<file path="config.mk">
export PLATFORM = sky130hd
export DESIGN_NAME = pipe_mux_n
export DESIGN_NICKNAME = d
export VERILOG_FILES = /design/src/rtl/pipe_mux_pkg.sv /design/src/rtl/pipe_mux_sel.sv /design/src/rtl/pipe_mux_n.sv
export SDC_FILE = /design/constraint.sdc
export NUM_CORES = 1
export LEC_CHECK = 0
export ABC_AREA = 1
export BUFFER_PORTS_ARGS = -buffer_cell sky130_fd_sc_hd__buf_4
export CORE_AREA = 2 2 83 85
export CTS_BUF_LIST = sky130_fd_sc_hd__clkbuf_16
export DETAILED_ROUTE_END_ITERATION = 8
export DIE_AREA = 0 0 85 87
export GPL_TIMING_DRIVEN = 0
export PLACE_DENSITY = 0.87
export SYNTH_ARGS = -nofsm -noshare
export SYNTH_HDL_FRONTEND = slang
export SYNTH_SLANG_ARGS = --single-unit
</file>
<file path="constraint.sdc">
create_clock -name clk -period 3 [get_ports clk]
set_input_delay 0.6 -clock clk [delete_from_list [all_inputs] [get_ports clk]]
set_output_delay 0.6 -clock clk [all_outputs]
set_load 0.05 [all_outputs]
</file>
<file path="src/rtl/pipe_mux_pkg.sv">
// Shared defaults and select-width helper for the pipelined N-way mux.
package pipe_mux_pkg;

  localparam int DEF_WIDTH = 32;
  localparam int DEF_N     = 4;
  localparam int DEF_CNTW  = 16;

  // At least one select bit even for degenerate channel counts.
  function automatic int sel_width(input int n);
    return (n <= 2) ? 1 : $clog2(n);
  endfunction

endpackage

</file>
<file path="src/rtl/pipe_mux_sel.sv">
// Combinational N-way selector; out-of-range selects yield zero and raise sel_oob.
module pipe_mux_sel
  import pipe_mux_pkg::*;
#(
  parameter int WIDTH = DEF_WIDTH,
  parameter int N     = DEF_N,
  parameter int SELW  = sel_width(DEF_N)
) (
  input  logic [N*WIDTH-1:0] in_data,
  input  logic [SELW-1:0]    sel,
  output logic [WIDTH-1:0]   sel_data,
  output logic               sel_oob
);

  always_comb begin
    sel_data = '0;
    sel_oob  = 1'b1;
    for (int k = 0; k < N; k++) begin
      if (sel == SELW'(k)) begin
        sel_data = in_data[k*WIDTH +: WIDTH];
        sel_oob  = 1'b0;
      end
    end
  end

endmodule

</file>
<file path="src/rtl/pipe_mux_n.sv">
// One-stage registered N-way mux with valid/ready, flush, sticky range error and
// saturating transfer counter. Define PIPE_MUX_N_TRACE_EN for simulation trace lines.
module pipe_mux_n
  import pipe_mux_pkg::*;
#(
  parameter int WIDTH  = DEF_WIDTH,
  parameter int N      = DEF_N,
  parameter int CNTW   = DEF_CNTW,
  localparam int SELW  = sel_width(N)
) (
  input  logic               clk,
  input  logic               rst,
  input  logic [N*WIDTH-1:0] in_data,
  input  logic [SELW-1:0]    sel,
  input  logic               in_valid,
  output logic               in_ready,
  output logic [WIDTH-1:0]   out_data,
  output logic               out_valid,
  input  logic               out_ready,
  input  logic               flush,
  output logic               err_sel,
  output logic [CNTW-1:0]    xfer_cnt
);

  // Handshake: a beat moves only on a cycle where valid && ready are both high;
  // valid never depends on ready, and a presented output beat holds until taken.
  logic [WIDTH-1:0] out_data_q, out_data_d;
  logic             out_valid_q, out_valid_d;
  logic             err_sel_q, err_sel_d;
  logic [CNTW-1:0]  xfer_cnt_q, xfer_cnt_d;

  logic [WIDTH-1:0] sel_data;
  logic             sel_oob;
  logic             accept;
  logic             xfer;

  pipe_mux_sel #(
    .WIDTH (WIDTH),
    .N     (N),
    .SELW  (SELW)
  ) u_sel (
    .in_data  (in_data),
    .sel      (sel),
    .sel_data (sel_data),
    .sel_oob  (sel_oob)
  );

  assign in_ready = !rst && !flush && (!out_valid_q || out_ready);
  assign accept   = in_valid && in_ready;
  // A flushed beat is squashed, so it never counts as a transfer.
  assign xfer     = out_valid_q && out_ready && !flush;

  always_comb begin
    out_data_d  = out_data_q;
    out_valid_d = out_valid_q;
    err_sel_d   = err_sel_q;
    xfer_cnt_d  = xfer_cnt_q;

    if (xfer && (xfer_cnt_q != '1)) xfer_cnt_d = xfer_cnt_q + CNTW'(1);
    if (accept && sel_oob)           err_sel_d  = 1'b1;

    if (flush) begin
      out_valid_d = 1'b0;
    end else if (accept) begin
      out_data_d  = sel_data;
      out_valid_d = 1'b1;
    end else if (xfer) begin
      out_valid_d = 1'b0;
    end
  end

  always_ff @(posedge clk) begin
    if (rst) begin
      out_data_q  <= '0;
      out_valid_q <= 1'b0;
      err_sel_q   <= 1'b0;
      xfer_cnt_q  <= '0;
    end else begin
      out_data_q  <= out_data_d;
      out_valid_q <= out_valid_d;
      err_sel_q   <= err_sel_d;
      xfer_cnt_q  <= xfer_cnt_d;
    end
  end

  assign out_data  = out_data_q;
  assign out_valid = out_valid_q;
  assign err_sel   = err_sel_q;
  assign xfer_cnt  = xfer_cnt_q;

`ifdef PIPE_MUX_N_TRACE_EN
  always @(posedge clk) begin
    if (accept) begin
      $display("pipe_mux_n: accept sel=%0d data=%h t=%0t", sel, sel_data, $time);
      if (sel_oob && !err_sel_q)
        $display("pipe_mux_n: warning: out-of-range sel=%0d, err_sel set t=%0t", sel, $time);
    end
  end
`else
  // Trace disabled: no simulation-only logic.
`endif

endmodule

</file>
Yosys cells after proc, flatten, opt, wreduce, memory -nomap -nowiden
Index checks and enable logic that the tools add are counted.
{"block": "totals", "input_bits": 135, "elab_cells": 35, "output_inout_bits": 51, "register_bits": 50}
{"block": "op_classes", "addsub": 1, "bitwise_logic": 1, "n_reduce_logical": 15, "n_eq_ne": 4, "n_mux": 10}
{"operator": "$mux 32", "n": 4}
{"operator": "$add 16x1->16 const B", "n": 1}
{"operator": "$ne 16x16->1 const B", "n": 1}
{"operator": "$logic_and 1x1->1", "n": 7}
{"operator": "$mux 1", "n": 6}
{"operator": "$eq 2x2->1 const B", "n": 2}
{"operator": "$logic_not 1->1", "n": 3}
{"operator": "$eq 2x1->1 const B", "n": 1}
{"operator": "$logic_not 2->1", "n": 1}
{"operator": "$reduce_and 2->1", "n": 1}
{"operator": "$reduce_bool 2->1", "n": 1}
{"operator": "$reduce_or 2->1", "n": 1}
{"operator": "$logic_or 1x1->1", "n": 1}
{"operator": "$not 1->1", "n": 1}

Logic depth before layout (Yosys ltp)
Gate-level depths: netlist of run 1.
{"block": "logic_depth", "word_depth": 6, "depth_mapped": 9, "ltp_nobuf": 9}

By module
Synthesis of run 1 repeated with hierarchy kept, for this count alone.
{"block": "unflattened", "cells_unflattened": 486, "area_unflattened_um2": 3166.8}
{"module": "pipe_mux_n", "area_per_inst_um2": 2187.1, "cells_per_inst": 298, "seq_area_each_um2": 1001.0, "n_inst": 1}
{"module": "pipe_mux_sel", "area_per_inst_um2": 979.7, "cells_per_inst": 188, "seq_area_each_um2": 0.0, "n_inst": 1}

Least setup slack after synthesis of run 1
No wires, ideal clock.
{"block": "synth_timing", "path_type": "flip-flop to flip-flop", "from": "register xfer_cnt_q[0], in the netlist xfer_cnt[0]", "to": "register xfer_cnt_q[6], in the netlist xfer_cnt[6]", "required_time_ps": 2860, "period_less_slack_ps": 1890, "setup_time_ps": 140, "stages_incl_launch_ff": 10, "path_slack_ps": 1110, "arrival_ps": 1750, "cell_sequence": "dfxtp_1 > ha_1 > inv_1 > nor2_4 > nand2_2 > o21ai_2 > inv_2 > buf_6 > nand2_1 > a21oi_2"}
{"block": "synth_between", "elab_chain_cells": 2}
{"item": "start: declaration", "line_no": "pipe_mux_n.sv:30", "text": "logic [CNTW-1:0] xfer_cnt_q, xfer_cnt_d;"}
{"item": "start signal: assignment", "line_no": "pipe_mux_n.sv:82", "text": "xfer_cnt_q <= xfer_cnt_d;"}
{"item": "parallel branches: the longest is 2 deep, another holds $add 16x1->16"}
Parallel ways; which one is timed is not known.
A chain may end at the register's enable or synchronous reset.

Worst setup path in the final report of run 1
{"block": "layout_timing", "from": "input port rst", "to": "output port in_ready"}
{"block": "layout_between", "elab_chain_cells": 3}
{"item": "start: declaration", "line_no": "pipe_mux_n.sv:12", "text": "input logic rst,"}
{"item": "$logic_not 1->1", "line_no": "pipe_mux_n.sv:48", "text": "assign in_ready = !rst && !flush && (!out_valid_q || out_ready);"}
{"item": "$logic_and 1x1->1 (2 in series)", "line_no": "pipe_mux_n.sv:48"}
{"item": "end: declaration", "line_no": "pipe_mux_n.sv:16", "text": "output logic in_ready,"}
No other way between the ends.

==> results.yml, run 1 <==
setup_path:
  rr_endpoint: "xfer_cnt[6]"
  required_ns: 2.40
  cp.arrival_ns: 1.17
  start_kind: "primary input"
  crit_fanout: 5
  timing.rr.start: "xfer_cnt[0]"
  rr_worst_depth: 9
  regToRegSetupSlack_ns: 1.23
  worst-setup-path-type: "primary input to output port"
  end_kind: "output port"
cts:
  clock_latency_ns: 0.28
  clockBufferDepth: 2
  cts_hold_buf: 0
  cts_sinks: 50
  numCtsBuffers: 5
  cts.repair.resized: 0
  clkTransAtPathRegs_ns: 0.06
  cts-htree-levels: 2
  cts_root_buffer: "clkbuf_16"
  cts_setup_buffers: 0
  cts_tree: "built"
synth:
  yosys.area.top_type: "dfxtp_1"
  synth.distinct_cells: 23
  ys_async_sr_fraction_pct: 0
  synth_top_area_share_pct: 34.84
  ys_top_cells_by_area: "dfxtp_1, nand2_1, a21oi_1"
  ys.flop_type: "dfxtp_1"
  synth_edf_count: 0
  ys_seq_elements: 50
  syn-cell-area_sq_um: 2873
  avgSynthCellArea_sq_um: 6.456
  synth-seq-area-share_pct: 34.84
  synth_nets: 581
  synth_common_cells: "nand2_1, a21oi_1, o21ai_0, dfxtp_1, nand3_1"
  yosys_warnings: 0
  synthCells: 445
  synth_most_common_cell: "nand2_1"
timing:
  relSlewSlack_pct: 53.99
  finalHoldViolations: 0
  rsz0062_at_grt: "false"
  fin_crit_sh_pct: 59.11
  holdWs_ns: 0.4353
  setup_viol: 0
  fin_skew_ns: 0.001305
  finalMaxSlewViolations: 0
  period_needed_ns: 1.773
  worst_pin_slew_ns: 0.6902
  fmax_ghz: 0.5639
  tns_ns: 0
floorplanning:
  pin_count: 186
  core-area_sq_um: 6569
  start_util_pct: 43.73
  die_area_sq_um: 7395
  num_rows: 30
  fp.dieH_microns: 87
  die_width_microns: 85
routing:
  drt_iter0_markers: 195
  ant_nets: 0
  top_layer: "met4"
  routed_via_density: 5.325
  drtPass1Iterations: 4
  drt-met1-wl_microns: 3967
  wl_met2_microns: 5505
  post_drt_wl_per_cell_microns: 14.70
  route.met3.wl_microns: 697
  vias: 3818
  drc: 0
  wl_microns: 10540
global_route:
  grt_pass1_wl_microns: 16530
  track_usage_pct: 27.57
  grt_max_degree: 15
  antenna_found_initial: 0
  grt_overflow: 0
  grt_pass1_vias: 3727
placed_design:
  dp_hpwl_microns: 8521
  dp_cells: 709
  dpl-instance-area_sq_um: 4354
  port_buffers: 184
  globalplace.congestion: 0.9043
finish:
  syn_to_final_growth_pct: 56.36
  final_cell_area_sq_um: 4492
  n_antenna_cell: 0
  drive_gt1_share_pct: 35.95
  stdcell_count: 717
  postLayoutCoreUtil_pct: 68.38
  fin_nets: 772
outcome:
  outcome: "finished clean"
worst_hold_path:
  worstHoldStart: "err_sel"
  hold_depth: 2
  hold_path_class: "flip-flop to flip-flop"
  worstHoldEndpoint: "err_sel"
power_and_ir_drop:
  power_leakage_nw: 2.123
  power_density_nw_per_um2: 367.7
  vdd_ir_drop_max_mv: 0.2886
flow_run:
  drv_cap: 0
==> worst max-delay path by stage <==
stage / from / slack (ns) / endpoint / cells past startpoint
finish: rst / 1.23 / in_ready / 5
global route: xfer_cnt[0] / 1.09 / xfer_cnt[3] / 9
CTS: rst / 1.22 / in_ready / 5
detailed placement: rst / 1.07 / out_data[19] / 8
global placement: sel[0] / 1.11 / out_data[31] / 5
floorplan: xfer_cnt[0] / 1.11 / xfer_cnt[6] / 9
==> area by class of cell <==
class | instances | area [sq um]
Buffer | 28 | 135.1
Sequential cell | 50 | 1001
Fill cell | 567 | 2077
Inverter | 17 | 63.81
Timing Repair Buffer | 184 | 1381
Multi-Input combinational cell | 350 | 1673
Clock inverter | 3 | 12.51
Tap cell | 80 | 100.1
Clock buffer | 5 | 125.1
==> where the power goes <==
part	internal, W	switching, W
combinational	0.000190	0.000230
sequential	0.000687	0.0000127
clock	0.000302	0.000231
total	0.00118	0.000474
==> stage by stage <==
stage | setup slack, ns | power [W]
floorplan | 1.110 | 0.0009152
global placement | 1.109 | 0.001124
detailed placement | 1.066 | 0.001131
CTS | 1.217 | 0.001659
global route | 1.087 | 0.001720
finish | 1.227 | 0.001652
==> worst max-delay path: stages <==
cell,delay (ns)
buf_4,0.13
nor2_1,0.12
nand2_1,0.08
inv_2,0.06
buf_4,0.19
==> cell usage in the layout, fill, tap and decap left out <==
master,count
clkinv_1,1
nand2_2,6
inv_2,4
buf_6,2
inv_1,14
a21oi_1,73
buf_4,184
ha_1,1
clkinv_2,1
o21ai_2,1
dfxtp_1,50
buf_2,12
xor2_1,4
a21oi_2,10
nor3_1,1
o21ai_0,51
nor2_2,2
clkbuf_16,5
clkbuf_1,14
nand3_1,37
nand2_1,118
nand4_1,5
nor2_4,2
nor2_1,27
o21ai_1,9
a21boi_0,1
xnor2_1,2
==> cell families after synthesis <==
group | after synthesis | synth area share (%)
and+or+nand+nor | 198 | 29.18
AOI/OAI and AO/OA | 145 | 26.79
DFF | 50 | 34.84
buffers and inverters | 45 | 6.925
xor gates and xnor gates | 6 | 1.829
adders and majority gates | 1 | 0.4355
==> flip-flops by register name, indices dropped and copies added (netlist names) <==
name and flops:
out_valid 1, err_sel 1, xfer_cnt 16, out_data 32
==> per-layer routing <==
metal  GRT usage, %  up-vias
met1          30.53     1734
li1               -     1875
met2          50.21      176
met5              0        -
met3          5.687       33
met4          13.28        0
Power figures use the tool's default switching activity.
==> inputs of run 2 (changes only) <==
--- a/config.mk
+++ b/config.mk
@@ -7,12 +7,12 @@
 export LEC_CHECK = 0
 export ABC_AREA = 1
 export BUFFER_PORTS_ARGS = -buffer_cell sky130_fd_sc_hd__buf_4
-export CORE_AREA = 2 2 83 85
+export CORE_AREA = 2 2 89 91
 export CTS_BUF_LIST = sky130_fd_sc_hd__clkbuf_16
 export DETAILED_ROUTE_END_ITERATION = 8
-export DIE_AREA = 0 0 85 87
+export DIE_AREA = 0 0 91 93
 export GPL_TIMING_DRIVEN = 0
-export PLACE_DENSITY = 0.87
+export PLACE_DENSITY = 0.8
 export SYNTH_ARGS = -nofsm -noshare
 export SYNTH_HDL_FRONTEND = slang
 export SYNTH_SLANG_ARGS = --single-unit
==> constraint.sdc (replaced) <==
create_clock -name clk -period 1.58 [get_ports clk]
set_input_delay 0.316 -clock clk [delete_from_list [all_inputs] [get_ports clk]]
set_output_delay 0.316 -clock clk [all_outputs]
set_load 0.05 [all_outputs]
==> run 2 against run 1 <==
Net effect: sequential share of layout area hardly changed; core utilization is 7.3 points lower; sequential cell count stayed put; cell area is 2.3% higher; clock skew is 0.0055 ns higher; critical path depth is 4 higher; critical endpoint is now xfer_cnt[4].
==> results.yml, run 2 (synthesis gave the netlist of run 1 again) <==
setup_path:
  regToRegSetupSlack_ns: 0.1
  rr_worst_depth: 9
  timing.rr.start: "xfer_cnt[0]"
  required_ns: 1.71
  rr_endpoint: "xfer_cnt[4]"
  worst-setup-path-type: "flip-flop to flip-flop"
  start_kind: "flip-flop"
  cp.arrival_ns: 1.61
  end_kind: "flip-flop"
  crit_fanout: 10
timing:
  fin_skew_ns: 0.006791
  rsz0062_at_grt: "false"
  tns_ns: 0
  period_needed_ns: 1.480
  fin_crit_sh_pct: 93.68
  setup_viol: 0
  finalHoldViolations: 0
  finalMaxSlewViolations: 0
  relSlewSlack_pct: 55.57
  fmax_ghz: 0.6756
  worst_pin_slew_ns: 0.6664
power_and_ir_drop:
  vdd_ir_drop_max_mv: 0.3643
  power_leakage_nw: 2.156
  power_density_nw_per_um2: 681.3
global_route:
  track_usage_pct: 24.47
  grt_pass1_wl_microns: 16990
  antenna_found_initial: 0
  grt_overflow: 0
  grt_pass1_vias: 3805
  grt_max_degree: 15
outcome:
  outcome: "finished clean"
worst_hold_path:
  hold_depth: 2
  worstHoldEndpoint: "xfer_cnt[11]"
  worstHoldStart: "rst"
  hold_path_class: "primary input to flip-flop"
floorplanning:
  fp.dieH_microns: 93
  pin_count: 186
  die_width_microns: 91
  die_area_sq_um: 8463
  core-area_sq_um: 7527
  start_util_pct: 38.16
  num_rows: 32
finish:
  fin_nets: 776
  syn_to_final_growth_pct: 60.02
  drive_gt1_share_pct: 39.16
  postLayoutCoreUtil_pct: 61.07
  layout_commonest_cell: "buf_4"
  n_antenna_cell: 0
  layout_common_cells: "buf_4, nand2_1, a21oi_1"
  largest_reg_flops: 32
placed_design:
  dp_hpwl_microns: 8540
  globalplace.congestion: 0.9166
  port_buffers: 184
cts:
  clock_latency_ns: 0.28
  clkTransAtPathRegs_ns: 0.07
  numCtsBuffers: 5
  cts_tree: "built"
  clockBufferDepth: 2
  cts_root_buffer: "clkbuf_16"
  cts_sinks: 50
  cts-htree-levels: 2
routing:
  drc: 0
  drt_iter0_markers: 147
  ant_nets: 0
  post_drt_wl_per_cell_microns: 14.11
  drtPass1Iterations: 4
  wl_microns: 10490
  routed_via_density: 5.102
  vias: 3791
flow_run:
  drv_cap: 0
==> run 2: changes by cell type in the layout (fill, tap and decap cells not counted), sizes merged <==
cell and change:
buf +4
==> run 2: critical path, cell delays in order (launching register included) <==
cell and delay [ns]:
dfxtp_4 0.38, ha_4 0.14, inv_1 0.06, nor2_4 0.11, nand2_2 0.09, o21ai_4 0.21
inv_2 0.07, buf_6 0.14, nand2_1 0.07, a21oi_2 0.05
==> run 2: stage by stage <==
step / power, W / cell area [sq um] / std cells / setup WS (ns) / hold WS [ns]
after floorplan: 0.001735 / 2897 / 445 / -0.006580 / 0.3711
after global placement: 0.002135 / 4405 / 731 / -0.05083 / 0.4121
after detailed placement: 0.002148 / 4405 / 731 / -0.09802 / 0.4216
after CTS: 0.003156 / 4551 / 739 / 0.007191 / 0.2244
after global routing: 0.003293 / 4597 / 743 / 0.01871 / 0.2186
final: 0.003132 / 4597 / 743 / 0.09993 / 0.2323
==> run 2: metal layers <==
metal | vias up | share of wire (%) | GRT usage [%]
met4 | 0 | 2.9 | 8.586
met2 | 150 | 51 | 45.31
met5 | - | 0 | 0
met3 | 26 | 5.9 | 5.077
li1 | 1890 | - | -
met1 | 1725 | 40 | 27.85
==> run 2: worst max path at each step <==
stage	startpoint	end	cells past startpoint
after detailed placement	rst	out_data[21]	8
after global placement	rst	out_data[19]	8
final	xfer_cnt[0]	xfer_cnt[4]	9
after global routing	xfer_cnt[0]	xfer_cnt[4]	9
after floorplan	xfer_cnt[8]	xfer_cnt[6]	8
after CTS	xfer_cnt[0]	xfer_cnt[4]	9
==> run 2: cell type report <==
type                    count  area [sq um]
fillers                   751          2930
multi-input cells         350          1695
repair buffers            188          1411
flip-flops and latches     50          1025
plain buffers              28         136.4
well taps                 102         127.6
clock buffers               5         125.1
inverters                  17         63.81
clock inverters             3         12.51
==> run 2: timing repair <==
action	in CTS	in global routing
gates cloned	0	0
hold buffers	0	0
pin swaps	1	2
setup endpoints to repair	9	23
resized for setup	1	6
buffers inserted	0	4
==> run 2: where the power goes <==
| group | internal (W) | leakage, nW | switching [W] |
|---|---|---|---|
| registers | 0.00130 | 0.415 | 0.0000233 |
| logic | 0.000361 | 1.67 | 0.000437 |
| clock network | 0.000573 | 0.0724 | 0.000436 |
| total | 0.00223 | 2.16 | 0.000897 |
==> inputs of run 3 (changes only) <==
--- a/config.mk
+++ b/config.mk
@@ -7,12 +7,12 @@
 export LEC_CHECK = 0
 export ABC_AREA = 1
 export BUFFER_PORTS_ARGS = -buffer_cell sky130_fd_sc_hd__buf_4
-export CORE_AREA = 2 2 89 91
+export CORE_AREA = 2 2 76 107
 export CTS_BUF_LIST = sky130_fd_sc_hd__clkbuf_16
 export DETAILED_ROUTE_END_ITERATION = 8
-export DIE_AREA = 0 0 91 93
+export DIE_AREA = 0 0 78 109
 export GPL_TIMING_DRIVEN = 0
-export PLACE_DENSITY = 0.8
+export PLACE_DENSITY = 0.79
 export SYNTH_ARGS = -nofsm -noshare
 export SYNTH_HDL_FRONTEND = slang
 export SYNTH_SLANG_ARGS = --single-unit
==> run 3 against run 2 <==
Net effect: non-clock buffer count increased by 2; core utilization decreased by 0.17 points; via count increased by 2.6%; power increased by 6.2%; worst setup slack got worse by 0.036 ns; critical path type unchanged.
==> results.yml, run 3 (synthesis gave the netlist of run 1 again) <==
worst_hold_path:
  worstHoldEndpoint: "xfer_cnt[13]"
  hold_depth: 2
  worstHoldStart: "rst"
  hold_path_class: "primary input to flip-flop"
timing:
  fin_skew_ns: 0.003935
  relSlewSlack_pct: 53.27
  worst_pin_slew_ns: 0.7009
  rsz0062_at_grt: "false"
  setup_viol: 0
  tns_ns: 0
  finalHoldViolations: 0
  period_needed_ns: 1.516
  fmax_ghz: 0.6597
  fin_crit_sh_pct: 95.94
  holdWs_ns: 0.2294
  finalMaxSlewViolations: 0
routing:
  vias: 3891
  ant_nets: 0
  drt_iter0_markers: 148
  drc: 0
  post_drt_wl_per_cell_microns: 15.03
  routed_via_density: 5.237
  drtPass1Iterations: 4
  wl_microns: 11170
global_route:
  grt_max_degree: 16
  grt_pass1_vias: 3834
  track_usage_pct: 25.49
  grt_pass1_wl_microns: 17270
  grt_overflow: 0
  antenna_found_initial: 0
power_and_ir_drop:
  switching_power_w: 0.0009233
  power.share.clock_pct: 35.9
  power_leakage_nw: 2.173
  swShare_pct: 27.75
  power_density_nw_per_um2: 718.0
  internal_power_w: 0.002403
  power_frac_seq_pct: 39.8
  p_comb_share_pct: 24.3
  vdd_ir_drop_max_mv: 0.5296
setup_path:
  worst-setup-path-type: "flip-flop to flip-flop"
  required_ns: 1.72
  crit_path_max_incr_delay_ns: 0.37
  crit_fanout: 4
  path_delay_family: "simple AND/OR/NAND/NOR gates"
  timing.rr.start: "xfer_cnt[0]"
  start_kind: "flip-flop"
  regToRegSetupSlack_ns: 0.06
  rr_worst_depth: 8
  cp.arrival_ns: 1.65
  end_kind: "flip-flop"
  crit_top_cell: "nand2_1"
  cp_slowest_cell: "dfxtp_4"
  rr_endpoint: "xfer_cnt[15]"
  path_cells: "buf_4 -> inv_1 -> nor2_1 -> nand2_1 -> o21ai_0 -> nand2_1 -> nand2_1 -> a21oi_2"
  crit_buf_inv: 2
outcome:
  outcome: "finished clean"
floorplanning:
  die_width_microns: 78
  pin_count: 186
  core-area_sq_um: 7607
  start_util_pct: 37.76
  die_area_sq_um: 8502
  fp.dieH_microns: 109
  num_rows: 38
cts:
  cts_root_buffer: "clkbuf_16"
  numCtsBuffers: 5
  cts-htree-levels: 2
  clkTransAtPathRegs_ns: 0.07
  cts_sinks: 50
  cts_tree: "built"
  clockBufferDepth: 2
  clock_latency_ns: 0.28
finish:
  n_antenna_cell: 0
  postLayoutCoreUtil_pct: 60.90
  layout_commonest_cell: "buf_4"
  largest_reg_flops: 32
  fin_nets: 778
  drive_gt1_share_pct: 39.50
  syn_to_final_growth_pct: 61.28
  layout_common_cells: "buf_4, nand2_1, a21oi_1"
placed_design:
  port_buffers: 184
  globalplace.congestion: 0.9748
  dp_hpwl_microns: 9038
flow_run:
  drv_cap: 0
## run 3: cell types whose count changed in the layout (fill, tap and decap cells not counted), sizes merged
cell / previous run / this run
buf: 202 / 204
bufinv: 0 / 1
inv: 18 / 17
## run 3: layout make-up
| class | instances | area, sq um |
|---|---|---|
| clock buffer | 5 | 125.1 |
| buffer | 28 | 135.1 |
| fill | 729 | 2974 |
| timing repair buffer | 190 | 1426 |
| sequential | 50 | 1025 |
| multi-input combinational | 350 | 1693 |
| tap | 100 | 125.1 |
| clock inverter | 3 | 40.04 |
| inverter | 17 | 63.81 |
## run 3: through the flow
stage               worst slack (ns)  total power (W)  instances  instance area (sq um)
floorplan                  -0.006580         0.001735        445                   2897
global placement            -0.04479         0.002139        729                   4403
detailed placement          -0.05703         0.002155        729                   4403
CTS                          0.01326         0.003340        737                   4576
global route                0.001018         0.003465        743                   4633
finish                       0.06410         0.003327        743                   4633
## run 3: routing by layer
metal,track usage [%],routed length [microns],vias up
li1,-,-,1882
met1,26.73,4010,1779
met2,47.29,5779,194
met3,5.712,883,36
met4,13.16,497,0
met5,0,0,-
## run 3: worst max-delay path by stage
stage | cells past startpoint | slack [ns] | startpoint | end
final | 8 | 0.06 | xfer_cnt[0] | xfer_cnt[15]
after global placement | 9 | -0.04 | xfer_cnt[0] | xfer_cnt[6]
after global routing | 8 | 0.001 | xfer_cnt[0] | xfer_cnt[15]
after CTS | 9 | 0.01 | xfer_cnt[0] | xfer_cnt[6]
after floorplan | 8 | -0.007 | xfer_cnt[8] | xfer_cnt[6]
after detailed placement | 9 | -0.06 | xfer_cnt[0] | xfer_cnt[6]
## run 3: power groups by stage
stage | logic (W) | registers [W] | clock network [W]
6_report | 0.000810 | 0.00132 | 0.00119
5_1_grt | 0.000869 | 0.00133 | 0.00127
4_1_cts | 0.000805 | 0.00132 | 0.00121
3_5_place_dp | 0.000804 | 0.00135 | 0
3_3_place_gp | 0.000790 | 0.00135 | 0
2_1_floorplan | 0.000236 | 0.00150 | 0
## run 3: what timing repair did
| action | CTS | global route |
|---|---|---|
| hold buffers | 0 | 0 |
| pin swaps | 2 | 3 |
| resized for setup | 1 | 4 |
| gates cloned | 0 | 0 |
| setup buffers | 0 | 6 |
| endpoints found under the setup margin | 12 | 14 |
